File: src/rtl/instr_encoder_loader_pkg.sv
// Shared instruction-set constants for the encoder/loader and the controller decode:
// mnemonic enum, opcodes, funct codes, field positions and word-packing helpers.
package instr_encoder_loader_pkg;

   typedef enum logic [4:0] {
      MN_SLL   = 5'd0,  MN_SRL  = 5'd1,  MN_SRA     = 5'd2,  MN_ADD  = 5'd3,
      MN_ADDU  = 5'd4,  MN_SUB  = 5'd5,  MN_AND     = 5'd6,  MN_OR   = 5'd7,
      MN_NOR   = 5'd8,  MN_SLT  = 5'd9,  MN_SLTU    = 5'd10, MN_JR   = 5'd11,
      MN_SYSCALL = 5'd12, MN_J  = 5'd13, MN_JAL     = 5'd14, MN_BEQ  = 5'd15,
      MN_BNE   = 5'd16, MN_ADDI = 5'd17, MN_ADDIU   = 5'd18, MN_SLTI = 5'd19,
      MN_ANDI  = 5'd20, MN_ORI  = 5'd21, MN_LW      = 5'd22, MN_SW   = 5'd23
   } mnem_e;

   typedef enum logic [1:0] {
      ST_IDLE = 2'd0,
      ST_LOAD = 2'd1,
      ST_DONE = 2'd2
   } state_e;

   localparam logic [5:0] OP_RTYPE = 6'd0,  OP_J    = 6'd2,  OP_JAL  = 6'd3;
   localparam logic [5:0] OP_BEQ   = 6'd4,  OP_BNE  = 6'd5,  OP_ADDI = 6'd8;
   localparam logic [5:0] OP_ADDIU = 6'd9,  OP_SLTI = 6'd10, OP_ANDI = 6'd12;
   localparam logic [5:0] OP_ORI   = 6'd13, OP_LW   = 6'd35, OP_SW   = 6'd43;

   localparam logic [5:0] FN_SLL  = 6'd0,  FN_SRL  = 6'd2,  FN_SRA  = 6'd3;
   localparam logic [5:0] FN_JR   = 6'd8,  FN_SYSCALL = 6'd12, FN_ADD = 6'd32;
   localparam logic [5:0] FN_ADDU = 6'd33, FN_SUB  = 6'd34, FN_AND  = 6'd36;
   localparam logic [5:0] FN_OR   = 6'd37, FN_NOR  = 6'd39, FN_SLT  = 6'd42;
   localparam logic [5:0] FN_SLTU = 6'd43;

   localparam int OP_HI = 31, OP_LO = 26, RS_HI = 25, RS_LO = 21;
   localparam int RT_HI = 20, RT_LO = 16, RD_HI = 15, RD_LO = 11;
   localparam int SH_HI = 10, SH_LO = 6,  FN_HI = 5,  FN_LO = 0;
   localparam int IMM_HI = 15, IMM_LO = 0, TGT_HI = 25, TGT_LO = 0;

   function automatic logic [31:0] r_word(input logic [4:0] rs, input logic [4:0] rt,
                                          input logic [4:0] rd, input logic [4:0] shamt,
                                          input logic [5:0] funct);
      logic [31:0] w;
      w = 32'd0;
      w[OP_HI:OP_LO] = OP_RTYPE;
      w[RS_HI:RS_LO] = rs;
      w[RT_HI:RT_LO] = rt;
      w[RD_HI:RD_LO] = rd;
      w[SH_HI:SH_LO] = shamt;
      w[FN_HI:FN_LO] = funct;
      return w;
   endfunction

   function automatic logic [31:0] i_word(input logic [5:0] op, input logic [4:0] rs,
                                          input logic [4:0] rt, input logic [15:0] imm);
      logic [31:0] w;
      w = 32'd0;
      w[OP_HI:OP_LO]   = op;
      w[RS_HI:RS_LO]   = rs;
      w[RT_HI:RT_LO]   = rt;
      w[IMM_HI:IMM_LO] = imm;
      return w;
   endfunction

   function automatic logic [31:0] j_word(input logic [5:0] op, input logic [25:0] target);
      logic [31:0] w;
      w = 32'd0;
      w[OP_HI:OP_LO]   = op;
      w[TGT_HI:TGT_LO] = target;
      return w;
   endfunction

endpackage

File: src/rtl/instr_encoder_loader_pack.sv
// Combinational packer: mnemonic plus operand fields -> 32-bit word and legality flag.
// Fields a format does not use are forced to zero so they never leak into the word.
module instr_pack
   import instr_encoder_loader_pkg::*;
(
   input  logic [4:0]  mnem,
   input  logic [4:0]  rs,
   input  logic [4:0]  rt,
   input  logic [4:0]  rd,
   input  logic [4:0]  shamt,
   input  logic [15:0] imm,
   input  logic [25:0] target,
   output logic [31:0] word,
   output logic        legal
);

   // Shifts drop rs, other R-types drop shamt; JR keeps only rs, SYSCALL only its funct.
   always_comb begin
      word  = 32'd0;
      legal = 1'b1;
      case (mnem)
         MN_SLL:     word = r_word(5'd0, rt, rd, shamt, FN_SLL);
         MN_SRL:     word = r_word(5'd0, rt, rd, shamt, FN_SRL);
         MN_SRA:     word = r_word(5'd0, rt, rd, shamt, FN_SRA);
         MN_ADD:     word = r_word(rs, rt, rd, 5'd0, FN_ADD);
         MN_ADDU:    word = r_word(rs, rt, rd, 5'd0, FN_ADDU);
         MN_SUB:     word = r_word(rs, rt, rd, 5'd0, FN_SUB);
         MN_AND:     word = r_word(rs, rt, rd, 5'd0, FN_AND);
         MN_OR:      word = r_word(rs, rt, rd, 5'd0, FN_OR);
         MN_NOR:     word = r_word(rs, rt, rd, 5'd0, FN_NOR);
         MN_SLT:     word = r_word(rs, rt, rd, 5'd0, FN_SLT);
         MN_SLTU:    word = r_word(rs, rt, rd, 5'd0, FN_SLTU);
         MN_JR:      word = r_word(rs, 5'd0, 5'd0, 5'd0, FN_JR);
         MN_SYSCALL: word = r_word(5'd0, 5'd0, 5'd0, 5'd0, FN_SYSCALL);
         MN_J:       word = j_word(OP_J, target);
         MN_JAL:     word = j_word(OP_JAL, target);
         MN_BEQ:     word = i_word(OP_BEQ, rs, rt, imm);
         MN_BNE:     word = i_word(OP_BNE, rs, rt, imm);
         MN_ADDI:    word = i_word(OP_ADDI, rs, rt, imm);
         MN_ADDIU:   word = i_word(OP_ADDIU, rs, rt, imm);
         MN_SLTI:    word = i_word(OP_SLTI, rs, rt, imm);
         MN_ANDI:    word = i_word(OP_ANDI, rs, rt, imm);
         MN_ORI:     word = i_word(OP_ORI, rs, rt, imm);
         MN_LW:      word = i_word(OP_LW, rs, rt, imm);
         MN_SW:      word = i_word(OP_SW, rs, rt, imm);
         default: begin
            word  = 32'd0;
            legal = 1'b0;
         end
      endcase
   end

endmodule

File: src/rtl/instr_encoder_loader.sv
// Streams symbolic instructions into IMEM: valid/ready intake, one-cycle write pipeline,
// sequential word addressing from 0 within a start..finish session.
module instr_encoder_loader
   import instr_encoder_loader_pkg::*;
#(
   parameter int DEPTH  = 1024,
   parameter int ADDR_W = 10
) (
   input  logic              clk,
   input  logic              rst,
   input  logic              start,
   input  logic              finish,
   input  logic              in_valid,
   output logic              in_ready,
   input  logic [4:0]        in_mnem,
   input  logic [4:0]        in_rs,
   input  logic [4:0]        in_rt,
   input  logic [4:0]        in_rd,
   input  logic [4:0]        in_shamt,
   input  logic [15:0]       in_imm,
   input  logic [25:0]       in_target,
   output logic              imem_we,
   output logic [ADDR_W-1:0] imem_addr,
   output logic [31:0]       imem_wdata,
   output logic [ADDR_W:0]   count,
   output logic              busy,
   output logic              done,
   output logic              err_illegal
);

   localparam logic [ADDR_W:0] DEPTH_C = (ADDR_W + 1)'(DEPTH);

   state_e              state_r, state_nx_s;
   logic [ADDR_W:0]     count_r;
   logic                we_r, err_r;
   logic [ADDR_W-1:0]   addr_r;
   logic [31:0]         wdata_r, word_s;
   logic                legal_s, ready_s, xfer_s, open_s;

   instr_pack u_pack (
      .mnem   (in_mnem),
      .rs     (in_rs),
      .rt     (in_rt),
      .rd     (in_rd),
      .shamt  (in_shamt),
      .imm    (in_imm),
      .target (in_target),
      .word   (word_s),
      .legal  (legal_s)
   );

   assign ready_s = (state_r == ST_LOAD) && (count_r < DEPTH_C);
   assign xfer_s  = in_valid && ready_s;
   assign open_s  = start && (state_r != ST_LOAD);

   // Session FSM: start is honoured only outside LOAD; a full loader waits for finish.
   always_comb begin
      state_nx_s = state_r;
      case (state_r)
         ST_IDLE: begin
            if (start) state_nx_s = ST_LOAD;
            else       state_nx_s = ST_IDLE;
         end
         ST_LOAD: begin
            if (finish) state_nx_s = ST_DONE;
            else        state_nx_s = ST_LOAD;
         end
         ST_DONE: begin
            if (start) state_nx_s = ST_LOAD;
            else       state_nx_s = ST_DONE;
         end
         default: state_nx_s = ST_IDLE;
      endcase
   end

   // Write pipeline: address is the pre-increment count; illegal requests only set the flag.
   always_ff @(posedge clk) begin
      if (rst) begin
         state_r <= ST_IDLE;
         count_r <= '0;
         we_r    <= 1'b0;
         addr_r  <= '0;
         wdata_r <= 32'd0;
         err_r   <= 1'b0;
      end else begin
         state_r <= state_nx_s;
         we_r    <= xfer_s && legal_s;
         if (xfer_s && legal_s) begin
            addr_r  <= count_r[ADDR_W-1:0];
            wdata_r <= word_s;
            count_r <= count_r + (ADDR_W + 1)'(1);
         end else if (open_s) begin
            count_r <= '0;
         end
         if (open_s)                     err_r <= 1'b0;
         else if (xfer_s && !legal_s)    err_r <= 1'b1;
      end
   end

   assign in_ready    = ready_s;
   assign imem_we     = we_r;
   assign imem_addr   = addr_r;
   assign imem_wdata  = wdata_r;
   assign count       = count_r;
   assign busy        = (state_r == ST_LOAD);
   assign done        = (state_r == ST_DONE);
   assign err_illegal = err_r;

endmodule

File: config.mk
export PLATFORM = sky130hd
export DESIGN_NAME = instr_encoder_loader
export DESIGN_NICKNAME = d
export VERILOG_FILES = /design/src/rtl/instr_encoder_loader_pkg.sv /design/src/rtl/instr_encoder_loader_pack.sv /design/src/rtl/instr_encoder_loader.sv
export SDC_FILE = /design/constraint.sdc
export NUM_CORES = 1
export LEC_CHECK = 0
export ABC_AREA = 1
export CORE_AREA = 4 4 89 91
export CTS_CLUSTER_SIZE = 40
export DETAILED_ROUTE_END_ITERATION = 8
export DIE_AREA = 0 0 93 95
export PLACE_DENSITY = 0.84
export SLEW_MARGIN = 20
export SYNTH_ARGS = -nofsm -noshare
export SYNTH_HDL_FRONTEND = slang
export SYNTH_SLANG_ARGS = --single-unit
File: constraint.sdc
create_clock -name clk -period 1.8 [get_ports clk]
set_clock_uncertainty 0.15 [all_clocks]
set_input_delay 0.36 -clock clk [delete_from_list [all_inputs] [get_ports clk]]
set_output_delay 0.36 -clock clk [all_outputs]
set_load 0.1 [all_outputs]
After elaboration in Yosys (flattened, before gate mapping)
Cells that the tools add are included.
- flip-flop bits (word level): 57
- latch bits: 0
- RAM bits: 0
- memory bits (read-only): 0
- input port bits: 72
- word-level logic and storage cells: 53
- memories: 0
- add/sub/neg operators: 1
- multiply operators: 0
- div/mod/pow operators: 0
- magnitude comparators: 1
- eq/ne operators: 26
- shifts and indexed selects: 0
- multiplexer cells: 8
- bitwise gates (word level): 0
- reductions and logical operators: 11
- operators with widths (kind ; number):
    $pmux W32 S24 ; 1
    $eq A5 B4 Y1 const B ; 8
    $eq A5 B5 Y1 const B ; 8
    $reduce_or A24 Y1 ; 1
    $mux W11 ; 2
    $eq A5 B3 Y1 const B ; 4
    $add A11 B1 Y11 const B ; 1
    $lt A11 B11 Y1 const B ; 1
    $eq A5 B2 Y1 const B ; 2
    $pmux W2 S3 ; 1
    $eq A5 B1 Y1 const B ; 1
    $logic_and A1 B1 Y1 ; 5
    $logic_not A5 Y1 ; 1
    $mux W2 ; 2
    $eq A2 B1 Y1 const B ; 1
    $eq A2 B2 Y1 const B ; 1
    $logic_not A2 Y1 ; 1
    $mux W1 ; 2
    $ne A2 B1 Y1 const B ; 1
    $reduce_bool A2 Y1 ; 1
    $reduce_or A2 Y1 ; 1
    $logic_not A1 Y1 ; 1

Longest topological paths before layout
Gate-level depths: netlist of the first run.
- depth in word-level cells: 5
- gate-level depth with buffers: 10
- depth with buffers taken out: 8

Modules after synthesis
From an unflattened synthesis of the first run, not the netlist that was laid out.
- cells, all modules: 468
- area, all modules: 2965.3 um^2
- by module, submodules not included (module ; times used ; cells each ; area each (um^2)):
    instr_encoder_loader ; 1 ; 306 ; 2232.1
    instr_pack ; 1 ; 162 ; 733.2

Least setup slack after synthesis of the first run
OpenSTA, ideal clock, no wires.
- path type: reg-to-reg
- start: reg count_r[10], in the netlist count[10]
- end: reg wdata_r[27], in the netlist imem_wdata[27]
- data arrival time: 2135 ps
- data required time: 1531 ps
- slack: -604 ps
- cell stages (with the launch flop): 8
- buffers on the path: 1
- period minus slack after synthesis: 2404 ps
- path through: dfxtp_1 nor2_4 nand3_1 inv_2 buf_2 nand2_1 nor3_1 nor2_1
- word-level cells in the longest chain between the ends: 4
- ends and longest elaborated chain (item ; line ; text):
    start, declared ; instr_encoder_loader.sv:34 ; logic [ADDR_W:0] count_r;
    start signal, assigned ; instr_encoder_loader.sv:91 ; count_r <= count_r + (ADDR_W + 1)'(1);
    $lt A11 B11 Y1 ; instr_encoder_loader.sv:52 ; assign ready_s = (state_r == ST_LOAD) && (count_r < DEPTH_C);
    $logic_and A1 B1 Y1 ; instr_encoder_loader.sv:52 ;
    named net in_ready ; instr_encoder_loader.sv:14 ; output logic in_ready,
    $logic_and A1 B1 Y1 ; instr_encoder_loader.sv:53 ; assign xfer_s = in_valid && ready_s;
    $logic_and A1 B1 Y1 ; instr_encoder_loader.sv:88 ; if (xfer_s && legal_s) begin
    end signal, assigned ; instr_encoder_loader.sv:90 ; wdata_r <= word_s;
    end, declared ; instr_encoder_loader.sv:37 ; logic [31:0] wdata_r, word_s;
The timed path passes the listed nets, and every way through them passes these cells.
A chain may end at the register's enable or synchronous reset.

Final worst setup path of the first run
- start: in in_mnem[3]
- end: reg wdata_r[25], in the netlist imem_wdata[25]
- word-level cells in the longest chain between the ends: 4
- elaborated cells on any way between the ends: 28
- ends and longest elaborated chain (item ; line ; text):
    start, declared ; instr_encoder_loader.sv:15 ; input logic [4:0] in_mnem,
    $eq A5 B1 Y1, or another cell as far along ; instr_encoder_loader_pack.sv:21 ; case (mnem)
    $reduce_or A24 Y1 (no line) ; -- ;
    $mux W1 ; instr_encoder_loader_pack.sv:21 ;
    $logic_and A1 B1 Y1 ; instr_encoder_loader.sv:88 ;
Several ways; a longest one is shown, not always the timed one.

==> results.toml, run 1 <==
[cells_and_area]
final_util = 0.744
multi_input_comb_area_mm2 = 0.00159
fillers = 527
seqCellArea_mm2 = 0.00114
nets = 672
area_growth_pct = 81.5
diodes = 0
drive_gt1_frac = 0.233

[detailed_routing]
route.detailed.drc = 0
vias = 3544
ant_nets = 0
vias_per_cell = 5.07
drtIter0Drc = 229
first_pass_iters = 5
wl_mm = 9.90
wire_per_inst_um = 14.2

[power]
switching_share = 0.355
ir_worst_vdd_mv = 0.325
power_leakage_nw = 2.27
net-switching-power_mw = 1.12
power_frac_comb = 0.354
intPower_mw = 2.03
powerDensity_mw_per_mm2 = 594
clkPwrFrac = 0.223
p_seq_frac = 0.424

[clock_network]
clockBufferDepth = 2
cts.sinks = 56
clkTransAtPathRegs_ps = 110
clk_latency_ps = 310
cts_tree = "yes"
cts_setup_buffers = 0
cts-root-buf = "clkbuf_8"
holdBufCountCts = 0
cts_max_level = 2
cts_buffers = 5

[synth]
seq_area_frac_synth = 0.384
synthesis.nets = 521
syn_inst = 448
syn_area_mm2 = 0.00292
ys_types = 28
yosysWarnings = 0
syn_area_per_cell_um2 = 6.52
ys_seq_elements = 56

[worst_hold_path]
hold_path_depth = 2
min_path_type = "register to register"
hold-path-endpoint = "imem_addr[6]"
worstHoldStart = "imem_addr[6]"

[floorplanning]
rows = 31
start_util = 0.410
die_h_um = 95
ios = 130
core-area_mm2 = 0.00714
die_w_um = 93
dieArea_mm2 = 0.00884

[sta]
timing_hold_violations_final = 0
setup_viol = 0
setup_ws_ps = 57.5
timing.final.crit_share = 0.968
slew_viol_final = 0
max_freq_mhz = 574
min_period_ps = 1740

[critical_path]
critPathLaunchType = "input pin"
reg2regPathDepth = 8
r2r_slack_ps = 190
critPathLaunch = "in_mnem[3]"
r2r-end = "count[6]"
cp-end-kind = "register"
reg2reg_from = "count[1]"
critPathRequiredTime_ps = 1870
arrival_ps = 1810
worstSetupPathType = "input pin to register"
critPathMaxFanout = 5

[outcome]
status = "finished clean"

[run]
drv_cap = 0

[global_route]
grt_max_degree = 26
antenna_found_initial = 0
track_usage = 0.217
grt_pass1_vias = 3405
overflow = 0
grt_pass1_wl_mm = 15.5

[placement]
gp_congestion = 0.853
pre_cts_slack_ps = -290
port_buffers = 128
dp_hpwl_mm = 7.76
[stage by stage]
step / instance area (um2) / total power, mW / TNS [ps] / instances / hold slack [ps]
2_1_floorplan: 3060 / 1.96 / -2850 / 448 / 355
3_3_place_gp: 5190 / 2.46 / -8130 / 691 / 340
3_5_place_dp: 5190 / 2.47 / -9290 / 691 / 346
4_1_cts: 5280 / 3.16 / 0 / 699 / 366
5_1_grt: 5310 / 3.29 / -146 / 699 / 392
6_report: 5310 / 3.15 / 0 / 699 / 364
[sequential cells by signal, summed over array words and instances, names as in the netlist]
signal / count
count: 11
err_illegal: 1
imem_addr: 10
imem_wdata: 31
imem_we: 1
state_r: 2
[critical path, stage by stage]
cell and delay [ps]:
clkdlybuf4s50_1 580, buf_4 190, nor2_1 60, nand2_1 100
nand2_1 120, o21ai_0 210, nand3_1 90, nand2_1 70
inv_1 40
[metal layers]
metal / up-vias / wire (um) / global-route usage
met1: 1619 / 3990 / 0.257
met2: 148 / 5080 / 0.397
met4: 0 / 92 / 0.0501
met5: - / 0 / 0
met3: 14 / 736 / 0.0502
li1: 1763 / - / -
[cell families after synthesis]
| group | Yosys count | share of synthesized area |
|---|---|---|
| other | 1 | 0.00128 |
| DFF | 56 | 0.384 |
| AOI/OAI and AO/OA | 80 | 0.152 |
| buffers and inverters | 64 | 0.0972 |
| and+or+nand+nor | 246 | 0.361 |
| adders and majority gates | 1 | 0.00428 |
[cell type report]
type	instances	area share
clock buffers	6	0.0137
clock inverters	2	0.00307
inverters	40	0.0292
multi-input cells	328	0.300
flip-flops and latches	56	0.215
well taps	99	0.0233
repair buffers	168	0.416
[what timing repair did]
item / 4_1_cts / 5_1_grt
endpoints found under the hold margin: 0 / 0
endpoints found under the setup margin: 0 / 21
gates resized for setup: 0 / 8
[power groups by stage]
stage          combinational, mW  sequential [mW]  clock, mW
3_5_place_dp                1.11             1.36          0
3_3_place_gp                1.09             1.36          0
6_report                    1.11             1.34      0.702
5_1_grt                     1.17             1.34      0.781
4_1_cts                     1.11             1.34      0.716
2_1_floorplan              0.298             1.66          0
[worst max path at each step]
stage                     endpoint  slack (ps)  cells past startpoint
floorplan           imem_wdata[27]        -130                      7
global placement     imem_wdata[4]        -230                      9
CTS                 imem_wdata[17]          40                      9
global route        imem_wdata[25]         -30                      9
finish              imem_wdata[25]          60                      9
detailed placement  imem_wdata[17]        -290                      9
[synthesized netlist by cell type (all sizes together)]
cell type | n | area (um2)
nand3 | 55 | 275
o21a | 13 | 97.6
a21oi | 23 | 115
nand3b | 1 | 7.51
buf | 20 | 119
o22ai | 1 | 6.26
nor3 | 2 | 10.0
dfxtp | 56 | 1120
a21boi | 1 | 7.51
nand4 | 10 | 62.6
clkinv | 2 | 7.51
o21ai | 40 | 200
o211a | 1 | 10.0
or2 | 2 | 12.5
ha | 1 | 12.5
conb | 1 | 3.75
nor2 | 59 | 239
clkbuf | 4 | 15.0
inv | 38 | 143
a41oi | 1 | 8.76
nand2 | 117 | 449
[cell usage in the layout (no fill, tap or decap), types with 2 or more instances in the layout]
| master | n |
|---|---|
| a21oi_1 | 23 |
| buf_12 | 61 |
| buf_4 | 36 |
| clkbuf_8 | 5 |
| clkdlybuf4s50_1 | 69 |
| clkinv_1 | 2 |
| dfxtp_1 | 48 |
| dfxtp_2 | 5 |
| dfxtp_4 | 3 |
| dlymetal6s2s_1 | 2 |
| inv_1 | 36 |
| nand2_1 | 110 |
| nand2_2 | 7 |
| nand3_1 | 45 |
| nand3_2 | 9 |
| nand4_1 | 10 |
| nor2_1 | 52 |
| nor2_2 | 5 |
| nor2_4 | 2 |
| nor3_1 | 2 |
| o21a_1 | 13 |
| o21ai_0 | 29 |
| o21ai_1 | 11 |
| or2_2 | 2 |
Note: power is estimated with default switching activity, not from simulation.
==> inputs of run 2 (changes only) <==
- SLEW_MARGIN: 20 -> not set
- TNS_END_PERCENT: not set -> 5
==> run 2 against run 1 <==
Combinational power barely moved. Sequential cell count did not move. Final cell count did not move. Hold slack got worse by 0.54 ps. Routed wire length rose by 0.88%. Sequential share of layout area barely moved. Design area fell by 0.90%. Global-route usage rose by 0.34 points. Power fell by 0.52%. Worst setup slack improved by 12 ps. Non-clock buffer count fell by 1.
==> results.toml, run 2 (synthesized netlist as in run 1, its figures left out) <==
[global_route]
track_usage = 0.220
antenna_found_initial = 0
grt_pass1_vias = 3566
grt_max_degree = 33
grt_pass1_wl_mm = 15.9
overflow = 0

[critical_path]
critPathRequiredTime_ps = 1840
crit_chain = "clkdlybuf4s50_1 > buf_4 > nand2_1 > nand3_2 > nand2_1 > clkinvlp_4 > nand2_1 > a21boi_0"
cpMostUsedCell = "nand2_1"
critPathLaunchType = "input pin"
arrival_ps = 1770
worstSetupPathType = "input pin to register"
cp-end-kind = "register"
critPathMaxFanout = 11
crit_slowest_cell = "clkdlybuf4s50_1"
cp_slowest_stage_delay_ps = 440

[cells_and_area]
nets = 672
final_common_cell = "nand2_1"
diodes = 0
design_area_mm2 = 0.00526
area_growth_pct = 79.9
most-common-layout-cells = "nand2_1, clkdlybuf4s50_1, buf_12, nor2_1, dfxtp_1"
drive_gt1_frac = 0.212
largest_reg_flops = 31

[placement]
port_buffers = 128
gp_congestion = 0.944
dpl_cell_area_mm2 = 0.00512
dp_hpwl_mm = 7.61
pre_cts_slack_ps = -385

[outcome]
status = "finished clean"

[sta]
setup_viol = 0
slew_viol_final = 0
max_freq_mhz = 578
timing.final.crit_share = 0.961
setup_ws_ps = 69.4
timing_hold_violations_final = 0
min_period_ps = 1730
rsz0062_at_grt = "yes"
holdWs_ps = 363

[detailed_routing]
wire_per_inst_um = 14.3
ant_nets = 0
first_pass_iters = 4
drtIter0Drc = 162
wl_mm = 9.99
vias_per_cell = 5.09
route.detailed.drc = 0
vias = 3555

[clock_network]
cts_tree = "yes"
clockBufferDepth = 2
cts_buffers = 5
cts_max_level = 2
clkTransAtPathRegs_ps = 100
cts.sinks = 56
holdBufCountCts = 0
cts-root-buf = "clkbuf_8"
clk_latency_ps = 300
cts_setup_buffers = 0

[power]
total_power_mw = 3.14
powerDensity_mw_per_mm2 = 596
power_leakage_nw = 2.25
ir_worst_vdd_mv = 0.355

[floorplanning]
die_w_um = 93
die_h_um = 95
core-area_mm2 = 0.00714
dieArea_mm2 = 0.00884
ios = 130
rows = 31
start_util = 0.410

[worst_hold_path]
min_path_type = "register to register"

[run]
drv_cap = 0
[run 2: changes by cell type in the layout (fill, tap and decap cells not counted), sizes merged]
cell / before / now
clkbuf: 6 / 7
inv: 38 / 37
buf: 97 / 96
clkdlybuf4s50: 69 / 70
dlymetal6s2s: 2 / 1
nand2: 117 / 118
[run 2: per-layer routing]
metal / share of wire / wire (um) / global-route usage / up-vias
li1: - / - / - / 1751
met1: 0.38 / 3820 / 0.251 / 1642
met2: 0.52 / 5180 / 0.403 / 132
met3: 0.068 / 680 / 0.0406 / 30
met4: 0.031 / 306 / 0.0916 / 0
met5: 0 / 0 / 0 / -
[run 2: cell type report]
type / count / area [um2]
well taps: 99 / 124
inverters: 40 / 158
clock buffers: 7 / 76.3
multi-input cells: 329 / 1560
fillers: 556 / 1880
repair buffers: 167 / 2200
clock inverters: 1 / 8.76
flip-flops and latches: 56 / 1130
[run 2: final timing paths]
check,startpoint,slack [ps],endpoint,depth (start not counted)
max,in_mnem[4],70,count[7],8
min,imem_addr[6],360,imem_addr[6],2
max reg2reg,state_r[1],120,count[7],8
min reg2reg,imem_addr[6],360,imem_addr[6],2
[run 2: repair_timing]
item | in CTS | in global routing
pin swaps | 0 | 1
resized for setup | 1 | 11
cloned | 0 | 1
setup endpoints to repair | 9 | 49
[run 2: critical path, delay by kind of cell]
kind | cells | cell delay, ps
buffers and inverters | 3 | 840
AND/OR/NAND/NOR | 4 | 490
AO/OA/AOI/OAI | 1 | 90
[run 2: power breakdown]
group	total (mW)	switching, mW	internal (mW)
sequential	1.34	0.0507	1.29
clock	0.698	0.418	0.280
combinational	1.10	0.637	0.463
total	3.14	1.11	2.03
[run 2: stage by stage]
step / util / instances / setup TNS [ps]
2_1_floorplan: - / 448 / -6250
3_3_place_gp: 0.718 / 690 / -11610
3_5_place_dp: 0.718 / 690 / -14030
4_1_cts: 0.730 / 698 / -194
5_1_grt: 0.737 / 699 / -64.2
6_report: 0.737 / 699 / 0
==> inputs of run 3 (changes only) <==
- ABC_CLOCK_PERIOD_IN_PS: not set -> 1800
==> results of run 3 <==
The final DEF is identical to that of run 2; final timing and power are the same.
